## config.mk

```make
export PLATFORM = sky130hd
export DESIGN_NAME = mix_word_serializer_flat
export DESIGN_NICKNAME = d
export VERILOG_FILES = /design/src/rtl/mix_pkg.sv /design/src/rtl/mix_word_serializer_if.sv /design/src/rtl/mix_frame_fifo.sv /design/src/rtl/mix_word_serializer.sv /design/src/flat_wrapper.sv
export SDC_FILE = /design/constraint.sdc
export NUM_CORES = 1
export LEC_CHECK = 0
export ABC_CLOCK_PERIOD_IN_PS = 37500
export CAP_MARGIN = 20
export CORE_ASPECT_RATIO = 1.2
export CORE_MARGIN = 2
export CORE_UTILIZATION = 45
export DETAILED_ROUTE_END_ITERATION = 7
export GPL_TIMING_DRIVEN = 0
export PLACE_DENSITY = 0.76
export SLEW_MARGIN = 20
export SYNTH_ARGS = -nofsm -noshare
export SYNTH_HDL_FRONTEND = slang
export SYNTH_SLANG_ARGS = --single-unit
```

## constraint.sdc

```tcl
create_clock -name clk -period 37.5 [get_ports clk]
set_input_delay 7.5 -clock clk [delete_from_list [all_inputs] [get_ports clk]]
set_output_delay 7.5 -clock clk [all_outputs]
set_load 0.01 [all_outputs]
```

## src/rtl/mix_pkg.sv

```systemverilog
// Shared types and constants for the mixing-round datapath and its consumers.
// The rotl helper backs the per-frame rotate-xor signature.
package mix_pkg;

    localparam int NWORDS  = 8;
    localparam int WIDTH   = 32;
    localparam int ROT     = 5;
    localparam int IDX_W   = $clog2(NWORDS);
    localparam int FRAME_W = NWORDS * WIDTH;

    typedef logic [WIDTH-1:0]   word_t;
    typedef logic [FRAME_W-1:0] frame_t;
    typedef logic [IDX_W-1:0]   idx_t;

    typedef enum logic [1:0] {
        FIFO_EMPTY = 2'd0,
        FIFO_ONE   = 2'd1,
        FIFO_TWO   = 2'd2
    } fifo_state_t;

    function automatic word_t rotl(input word_t w, input int n);
        int s;
        s = n % WIDTH;
        if (s == 0) begin
            return w;
        end
        return (w << s) | (w >> (WIDTH - s));
    endfunction

endpackage

```

## src/rtl/mix_word_serializer_if.sv

```systemverilog
// Frame-in / word-out stream bundle of the serializer.
// Both sides are valid/ready: a transfer happens on any posedge where valid and
// ready are both 1; the source holds valid and its payload until that transfer.
interface mix_word_serializer_if;
    import mix_pkg::*;

    logic   in_valid;
    logic   in_ready;
    frame_t in_data;
    logic   out_valid;
    logic   out_ready;
    word_t  out_data;
    idx_t   out_idx;
    logic   out_last;

    modport master (
        output in_valid, in_data, out_ready,
        input  in_ready, out_valid, out_data, out_idx, out_last
    );

    modport slave (
        input  in_valid, in_data, out_ready,
        output in_ready, out_valid, out_data, out_idx, out_last
    );

endinterface

```

## src/rtl/mix_frame_fifo.sv

```systemverilog
// Two-entry frame buffer. slot0 is always the head; a pop from TWO shifts
// slot1 down so the next frame is presented on the following cycle.
module mix_frame_fifo
    import mix_pkg::*;
(
    input  logic        clk,
    input  logic        rst,
    input  logic        push,
    input  frame_t      push_data,
    input  logic        pop,
    output logic        full,
    output logic        empty,
    output frame_t      head,
    output fifo_state_t state
);

    frame_t slot0;
    frame_t slot1;

    always_ff @(posedge clk) begin
        if (rst) begin
            state <= FIFO_EMPTY;
        end else begin
            case (state)
                FIFO_EMPTY: begin
                    if (push) begin
                        slot0 <= push_data;
                        state <= FIFO_ONE;
                    end
                end
                FIFO_ONE: begin
                    // Push+pop replaces the head in place and occupancy is unchanged.
                    if (push && pop) begin
                        slot0 <= push_data;
                    end else if (push) begin
                        slot1 <= push_data;
                        state <= FIFO_TWO;
                    end else if (pop) begin
                        state <= FIFO_EMPTY;
                    end
                end
                FIFO_TWO: begin
                    if (pop) begin
                        slot0 <= slot1;
                        state <= FIFO_ONE;
                    end
                end
                default: state <= FIFO_EMPTY;
            endcase
        end
    end

    assign full  = (state == FIFO_TWO);
    assign empty = (state == FIFO_EMPTY);
    assign head  = slot0;

endmodule

```

## src/rtl/mix_word_serializer.sv

```systemverilog
// Streams buffered 8-word mixing-state frames one word per beat and folds each
// frame into a rotate-xor signature; also counts completed frames.
module mix_word_serializer
    import mix_pkg::*;
(
    input  logic                 clk,
    input  logic                 rst,
    mix_word_serializer_if.slave bus,
    output word_t                sig,
    output logic                 sig_valid,
    output logic [31:0]          frame_cnt,
    output fifo_state_t          state
);

    logic        push;
    logic        pop;
    logic        full;
    logic        empty;
    frame_t      head;
    idx_t        idx;
    word_t       acc;
    word_t       acc_next;
    logic        beat;
    logic        last_beat;
    logic [31:0] frame_cnt_q;

    mix_frame_fifo u_fifo (
        .clk       (clk),
        .rst       (rst),
        .push      (push),
        .push_data (bus.in_data),
        .pop       (pop),
        .full      (full),
        .empty     (empty),
        .head      (head),
        .state     (state)
    );

    // in_ready deliberately ignores this cycle's pop so it never depends on out_ready.
    assign bus.in_ready  = !rst && !full;
    assign push          = bus.in_valid && bus.in_ready;

    assign bus.out_valid = !empty;
    assign bus.out_data  = head[int'(idx) * WIDTH +: WIDTH];
    assign bus.out_idx   = idx;
    assign bus.out_last  = (idx == idx_t'(NWORDS - 1));

    assign beat      = bus.out_valid && bus.out_ready;
    assign last_beat = beat && bus.out_last;
    assign pop       = last_beat;
    assign acc_next  = rotl(acc, ROT) ^ bus.out_data;
    assign frame_cnt = frame_cnt_q;

    always_ff @(posedge clk) begin
        if (rst) begin
            idx         <= '0;
            acc         <= '0;
            sig         <= '0;
            sig_valid   <= 1'b0;
            frame_cnt_q <= '0;
        end else begin
            sig_valid <= 1'b0;
            if (last_beat) begin
                idx         <= '0;
                acc         <= '0;
                sig         <= acc_next;
                sig_valid   <= 1'b1;
                frame_cnt_q <= frame_cnt_q + 32'd1;
            end else if (beat) begin
                idx <= idx + 1'b1;
                acc <= acc_next;
            end
        end
    end

endmodule

```

## src/flat_wrapper.sv

```systemverilog
// flat-port wrapper written by rule: the top's interface ports become plain ports
module mix_word_serializer_flat import mix_pkg::*;
  (clk, rst, sig, sig_valid, frame_cnt, state, bus_in_valid, bus_in_data, bus_out_ready, bus_in_ready, bus_out_valid, bus_out_data, bus_out_idx, bus_out_last);
  mix_word_serializer_if bus_i ();
  input  logic clk;
  input  logic rst;
  output word_t sig;
  output logic sig_valid;
  output logic [31:0] frame_cnt;
  output fifo_state_t state;
  input wire logic [$bits(bus_i.in_valid)-1:0] bus_in_valid;
  input wire logic [$bits(bus_i.in_data)-1:0] bus_in_data;
  input wire logic [$bits(bus_i.out_ready)-1:0] bus_out_ready;
  output wire logic [$bits(bus_i.in_ready)-1:0] bus_in_ready;
  output wire logic [$bits(bus_i.out_valid)-1:0] bus_out_valid;
  output wire logic [$bits(bus_i.out_data)-1:0] bus_out_data;
  output wire logic [$bits(bus_i.out_idx)-1:0] bus_out_idx;
  output wire logic [$bits(bus_i.out_last)-1:0] bus_out_last;
  assign bus_i.in_valid = bus_in_valid;
  assign bus_i.in_data = bus_in_data;
  assign bus_i.out_ready = bus_out_ready;
  assign bus_in_ready = bus_i.in_ready;
  assign bus_out_valid = bus_i.out_valid;
  assign bus_out_data = bus_i.out_data;
  assign bus_out_idx = bus_i.out_idx;
  assign bus_out_last = bus_i.out_last;
  mix_word_serializer u_core (.clk(clk), .rst(rst), .bus(bus_i), .sig(sig), .sig_valid(sig_valid), .frame_cnt(frame_cnt), .state(state));
endmodule
```

==> results of run 1 <==
cell usage in the layout (no fill, tap or decap), drive strengths merged, types with 7 or more instances in the layout:
master / instances
edfxtp: 512
clkdlybuf4s50: 362
mux2: 307
nand2: 136
clkbuf: 107
dfxtp: 102
a21oi: 76
buf: 71
mux4: 52
xor2: 32
nand3: 32
nor2: 30
clkinv: 18
xnor2: 14
o22a: 13
inv: 12
a21o: 10
and2: 10
nor4: 8
nor2b: 7
nand4: 7
power groups by stage:
stage          logic (mW)  clock network, mW  registers, mW
6_report            0.148              0.622          0.774
3_5_place_dp        0.149                  0          0.788
3_3_place_gp        0.140                  0          0.801
4_1_cts             0.150              0.632          0.774
2_1_floorplan      0.0715                  0          0.795
5_1_grt             0.158              0.655          0.775
routing by layer:
metal	up-vias	track usage (%)	part of all wire [%]
met1	7311	30.0	40
li1	6578	-	-
met3	94	5.21	6.6
met4	2	8.52	3.2
met5	-	0	0.019
met2	511	40.0	50
flip-flops by register name, indices dropped and copies added (netlist names):
register / flops
u_core.bus.out_idx: 3
u_core.frame_cnt: 32
u_core.u_fifo.head: 256
u_core.u_fifo.slot1: 256
u_core.u_fifo.state: 2
u_core.sig: 32
u_core.sig_valid: 1
u_core.acc: 32
logic make-up after synthesis:
group	after synthesis	share of synthesized area, %
flops	614	70.3
fa+ha+maj	3	0.151
xor+xnor	46	1.63
buf+inv	85	1.75
compound gates	111	2.62
simple gates	259	4.92
mux	359	18.7
stage by stage:
stage,power [mW],util [%],instance area [um^2]
after floorplan,0.867,-,24800
after detailed placement,0.938,54.6,29800
after global routing,1.59,58.3,31900
after global placement,0.942,53.6,29300
final,1.54,58.3,31900
after CTS,1.56,58.3,31900
layout make-up:
class	instances	area, um^2	area share, %
well taps	720	901	2.83
flip-flops and latches	614	17400	54.6
clock buffers	78	1690	5.31
multi-input cells	778	6950	21.8
clock inverters	32	338	1.06
inverters	7	26.3	0.0824
repair buffers	384	4140	13.0
diodes	6	15.0	0.0471
plain buffers	78	407	1.28
worst paths after layout:
check / start / to / slack [ns] / cells after the start
max: rst / bus_in_ready / 20.54 / 5
min: u_core.sig[16] / u_core.sig[16] / 0.46 / 2
max reg2reg: u_core.bus.out_idx[1] / u_core.u_fifo.slot1[142] / 33.77 / 12
min reg2reg: u_core.sig[16] / u_core.sig[16] / 0.46 / 2
worst register-to-register path, cell delays in order, from the launching register on:
cell and delay, ns:
dfxtp_1 0.35, ha_1 0.19, ha_1 0.22, buf_2 0.18
nand3_1 0.28, nand2b_1 0.08, buf_2 0.20, buf_1 0.29
nor2_4 0.73, buf_12 0.27, buf_16 0.20, buf_12 0.21
buf_16 0.21
==> results.ini, run 1 <==
[worst_setup_path]
critPathMostFrequentCell=clkbuf_1
critical_path.max_fanout=10
cp.required_ns=30.00
crit_type=in2out
cp-end-kind=primary output
cp_slowest_stage_delay_ns=0.54
arrival_ns=9.46
path_buf_inv=4
crit_chain=clkbuf_1, clkbuf_1, buf_1, nor2_1, clkdlybuf4s50_1
slowest_stage=buf_1
cpLargestDelayFamily=buffers and inverters
startpoint_type=input pin

[synthesis]
synth_most_common_cell=edfxtp_1
avgSynthCellArea_um2=16.8
post-synth-top-area-fraction_pct=62.0
ys_ff_latch=614
yosysUniqueCellTypes=43
yosysWarnings=0
ys_async_sr_fraction_pct=0
ys_seq_area_share_pct=70.3
synth_edf_count=512
yosys-top-cells-area=edfxtp_1 62%, mux2_2 14%, dfxtp_1 8.2%, mux4_2 4.7%, nand2_1 2.1%
synth_common_cells=512 x edfxtp_1, 306 x mux2_2, 136 x nand2_1
synth_top_flop_cell=edfxtp_1
yosys.area.top_type=edfxtp_1
synthesis.nets=1740
syn_area_mm2=0.0248
syn_inst=1477

[drt]
finalWirelength_um=67800
num_vias=14500
routed_via_density=5.37
drt_iter0_drc=1228
routedWlPerCell_um=25.1
drtAntennaViolNets=0
drt-pass1-iter-count=5
drc=0

[placement]
dp.cells=2581
place_congestion=0.917
port_buffers=362
dp_slack_ns=20.54
dpl.hpwl_um=49500

[power_and_ir_drop]
p_clk_share_pct=40.3
combinationalPowerShare_pct=9.6
vdd_drop_max_uv=35.4
p_int_mw=1.21
swShare_pct=21.9
p_sw_uw=339
seq_power_share_pct=50.1
power.leakage_nw=10.5
p_per_area_mw_per_mm2=48.4

[clock_tree]
cts_buffers=60
cts.sinks=614
insertion_delay_ns=0.61
holdBufCountCts=0
clk_path_buf_depth=3
cts_tree=built
root_buffer=clkbuf_16
cts_setup_buffers=0
htree_num_levels=2
cts.clk_slew.worst_paths_ns=0.06
post_cts_resized=0

[global_route]
grt_max_degree=30
grt_pass1_vias=15000
grt_overflow=0
antenna_found_initial=6
grt.total_usage_pct=23.6
grt_pass1_wl_um=97300

[die]
rows=94
io_pins=365
start_util_pct=45.3
fp.dieArea_mm2=0.0570
die_y_um=261
fp.coreArea_mm2=0.0547
die_x_um=218

[timing]
period_share_pct=45.2
setup-violations-final=0
fin_ws_ns=20.54
relSlewSlack_pct=24.7
setup_tns_ns=0
fin_worst_skew_ns=0.0214
hold_viol=0
fmax_mhz=59.0
hold_ws_ns=0.459
tightest_slew_ns=1.13
rsz0062_at_grt=no
fin_crit_ns=16.96
finalMaxSlewViolations=0

[final_layout]
drive_gt1_share_pct=26.9
nFillCells=4129
layout.cells.non_filler=2697
area_growth_syn_to_layout_pct=28.7
num-nets-final=2186

[flow_run]
max_cap_viol_count=0

[run_status]
status=completed

[min_path]
hold_path_class=reg2reg

No activity file was read; power rests on OpenSTA's default activity.
==> run 2: changes to the inputs <==
--- a/config.mk
+++ b/config.mk
@@ -5,14 +5,14 @@
 export SDC_FILE = /design/constraint.sdc
 export NUM_CORES = 1
 export LEC_CHECK = 0
-export ABC_CLOCK_PERIOD_IN_PS = 37500
+export ABC_CLOCK_PERIOD_IN_PS = 14700
 export CAP_MARGIN = 20
 export CORE_ASPECT_RATIO = 1.2
 export CORE_MARGIN = 2
 export CORE_UTILIZATION = 45
 export DETAILED_ROUTE_END_ITERATION = 7
 export GPL_TIMING_DRIVEN = 0
-export PLACE_DENSITY = 0.76
+export PLACE_DENSITY = 0.79
 export SLEW_MARGIN = 20
 export SYNTH_ARGS = -nofsm -noshare
 export SYNTH_HDL_FRONTEND = slang
==> constraint.sdc (replaced) <==
create_clock -name clk -period 14.7 [get_ports clk]
set_input_delay 2.94 -clock clk [delete_from_list [all_inputs] [get_ports clk]]
set_output_delay 2.94 -clock clk [all_outputs]
set_load 0.01 [all_outputs]
==> run 2 against run 1 <==
- final area about the same
- sequential share of layout area about the same
- hold slack about the same
- core utilization about the same
- clock power increased to 2.7 times the previous value
- die area unchanged
- sequential power increased to 2.5 times the previous value
- largest power group unchanged
==> results.ini, run 2 (synthesized netlist as in run 1, its figures left out) <==
[worst_setup_path]
ff2ff_path_depth=11  ; -1
cp-endpoint=bus_in_ready
cp.required_ns=11.76  ; -18.24 ns
worstSetupStartpoint=rst
startpoint_type=input pin
reg2reg_to=u_core.u_fifo.slot1[77]
reg2reg_slack_ns=11.11  ; -22.66 ns
critical_path.max_fanout=10  ; unchanged
crit_type=in2out
rr_startpoint=u_core.bus.out_idx[1]
cp-end-kind=primary output
arrival_ns=4.89  ; -4.57 ns

[die]
fp.coreArea_mm2=0.0547  ; unchanged
die_x_um=218  ; unchanged
die_y_um=261  ; unchanged
fp.dieArea_mm2=0.0570  ; unchanged
rows=94  ; unchanged
io_pins=365  ; unchanged
start_util_pct=45.3  ; unchanged

[clock_tree]
cts.sinks=614  ; unchanged
cts_setup_buffers=0  ; unchanged
clk_path_buf_depth=3  ; unchanged
htree_num_levels=2  ; unchanged
cts.clk_slew.worst_paths_ns=0.06  ; about the same
holdBufCountCts=0  ; unchanged
root_buffer=clkbuf_16
cts_tree=built
post_cts_resized=0  ; unchanged
cts_buffers=60  ; unchanged
insertion_delay_ns=0.62  ; about the same

[timing]
period_share_pct=53.3
relSlewSlack_pct=24.9  ; +0.15 points
fmax_mhz=128
setup-violations-final=0  ; unchanged
rsz0062_at_grt=no
hold_viol=0  ; unchanged
hold_ws_ns=0.459  ; +0.000171 ns
fin_crit_ns=7.83
finalMaxSlewViolations=0  ; unchanged
setup_tns_ns=0  ; unchanged
tightest_slew_ns=1.13  ; -0.00230 ns
fin_worst_skew_ns=0.0198  ; -0.00164 ns

[final_layout]
finish.utilization_pct=58.3  ; about the same
final-seq-area_mm2=0.0174  ; unchanged
final_cell_mix=512 x edfxtp_1, 362 x clkdlybuf4s50_1, 306 x mux2_2
num-nets-final=2184  ; -0.091%
final_common_cell=edfxtp_1
area_growth_syn_to_layout_pct=28.6  ; about the same
final_cell_area_mm2=0.0319  ; about the same
multi_input_area_mm2=0.00695  ; unchanged
drive_gt1_share_pct=27.0  ; +0.074 points
nFillCells=4199  ; +1.7%

[min_path]
hold_path_class=reg2reg

[global_route]
grt_pass1_wl_um=98000  ; +0.72%
grt_overflow=0  ; unchanged
grt_max_degree=30  ; unchanged
grt_pass1_vias=15000  ; -0.21%
grt.total_usage_pct=23.8  ; +0.17 points
antenna_found_initial=7  ; +1

[flow_run]
max_cap_viol_count=0  ; unchanged

[power_and_ir_drop]
p_per_area_mw_per_mm2=126  ; +160%
power.leakage_nw=10.5  ; -0.28%
vdd_drop_max_uv=93.6  ; +160%
power_mw=4.01  ; +160%

[drt]
drt_iter0_drc=1212  ; -1.3%
drt-pass1-iter-count=5  ; unchanged
drtAntennaViolNets=0  ; unchanged
drc=0  ; unchanged
finalWirelength_um=68300  ; +0.70%
num_vias=14600  ; +0.73%
routed_via_density=5.41  ; +0.66%
routedWlPerCell_um=25.3  ; +0.63%

[run_status]
status=completed

[placement]
dpl.hpwl_um=49100  ; -0.73%
port_buffers=362  ; unchanged
placed_area_mm2=0.0297  ; -0.31%
place_congestion=0.909  ; -0.85%

## run 2: cell count changes in the layout (fill, tap and decap cells not counted)
cell	previous run	this run
clkbuf_1	39	33
inv_4	2	0
clkinv_2	11	12
bufinv_16	6	12
clkbuf_8	4	0
buf_12	14	19
buf_16	10	3
clkinvlp_4	2	9
clkinv_1	5	11
clkinv_8	1	0
clkbuf_16	64	61
## run 2: how the worst min path moves through the flow
stage	to	cells past startpoint	start	slack, ns
CTS	u_core.sig[10]	2	u_core.sig[10]	0.46
floorplan	u_core.acc[0]	2	u_core.acc[0]	0.45
finish	u_core.sig[10]	2	u_core.sig[10]	0.46
detailed placement	u_core.sig[9]	2	u_core.sig[9]	0.45
global route	u_core.sig[9]	2	u_core.sig[9]	0.48
global placement	u_core.sig[2]	2	u_core.sig[2]	0.44
## run 2: worst max-delay path, cell delays in order
cell and delay [ns]:
clkbuf_1 0.38, clkbuf_1 0.45, buf_1 0.49, nor2_1 0.11, clkdlybuf4s50_1 0.51
## run 2: power by group
part	switching [mW]	internal (mW)	leakage, nW
Sequential	0.0175	1.96	5.52
Combinational	0.181	0.196	3.96
Clock	0.687	0.970	1.01
## run 2: through the flow
| stage | setup slack (ns) | std cells |
|---|---|---|
| floorplan | 3.83 | 1477 |
| CTS | 6.86 | 2693 |
| global route | 6.72 | 2699 |
| finish | 6.87 | 2699 |
| global placement | 0.207 | 2559 |
| detailed placement | 6.86 | 2579 |
## run 2: layout make-up
cell class	count	area share [%]
Sequential cell	614	54.6
Tap cell	720	2.83
Clock inverter	49	1.79
Clock buffer	65	4.84
Multi-Input combinational cell	778	21.8
Inverter	7	0.0824
Antenna cell	6	0.0471
Buffer	78	1.28
Timing Repair Buffer	382	12.7
## run 2: per-layer routing
| metal | track usage [%] | vias to the layer above | routed length, um |
|---|---|---|---|
| met5 | 0 | - | 31 |
| met4 | 9.24 | 4 | 2510 |
| met3 | 5.56 | 111 | 4880 |
| met2 | 40.5 | 528 | 34200 |
| met1 | 29.6 | 7380 | 26700 |
| li1 | - | 6579 | - |
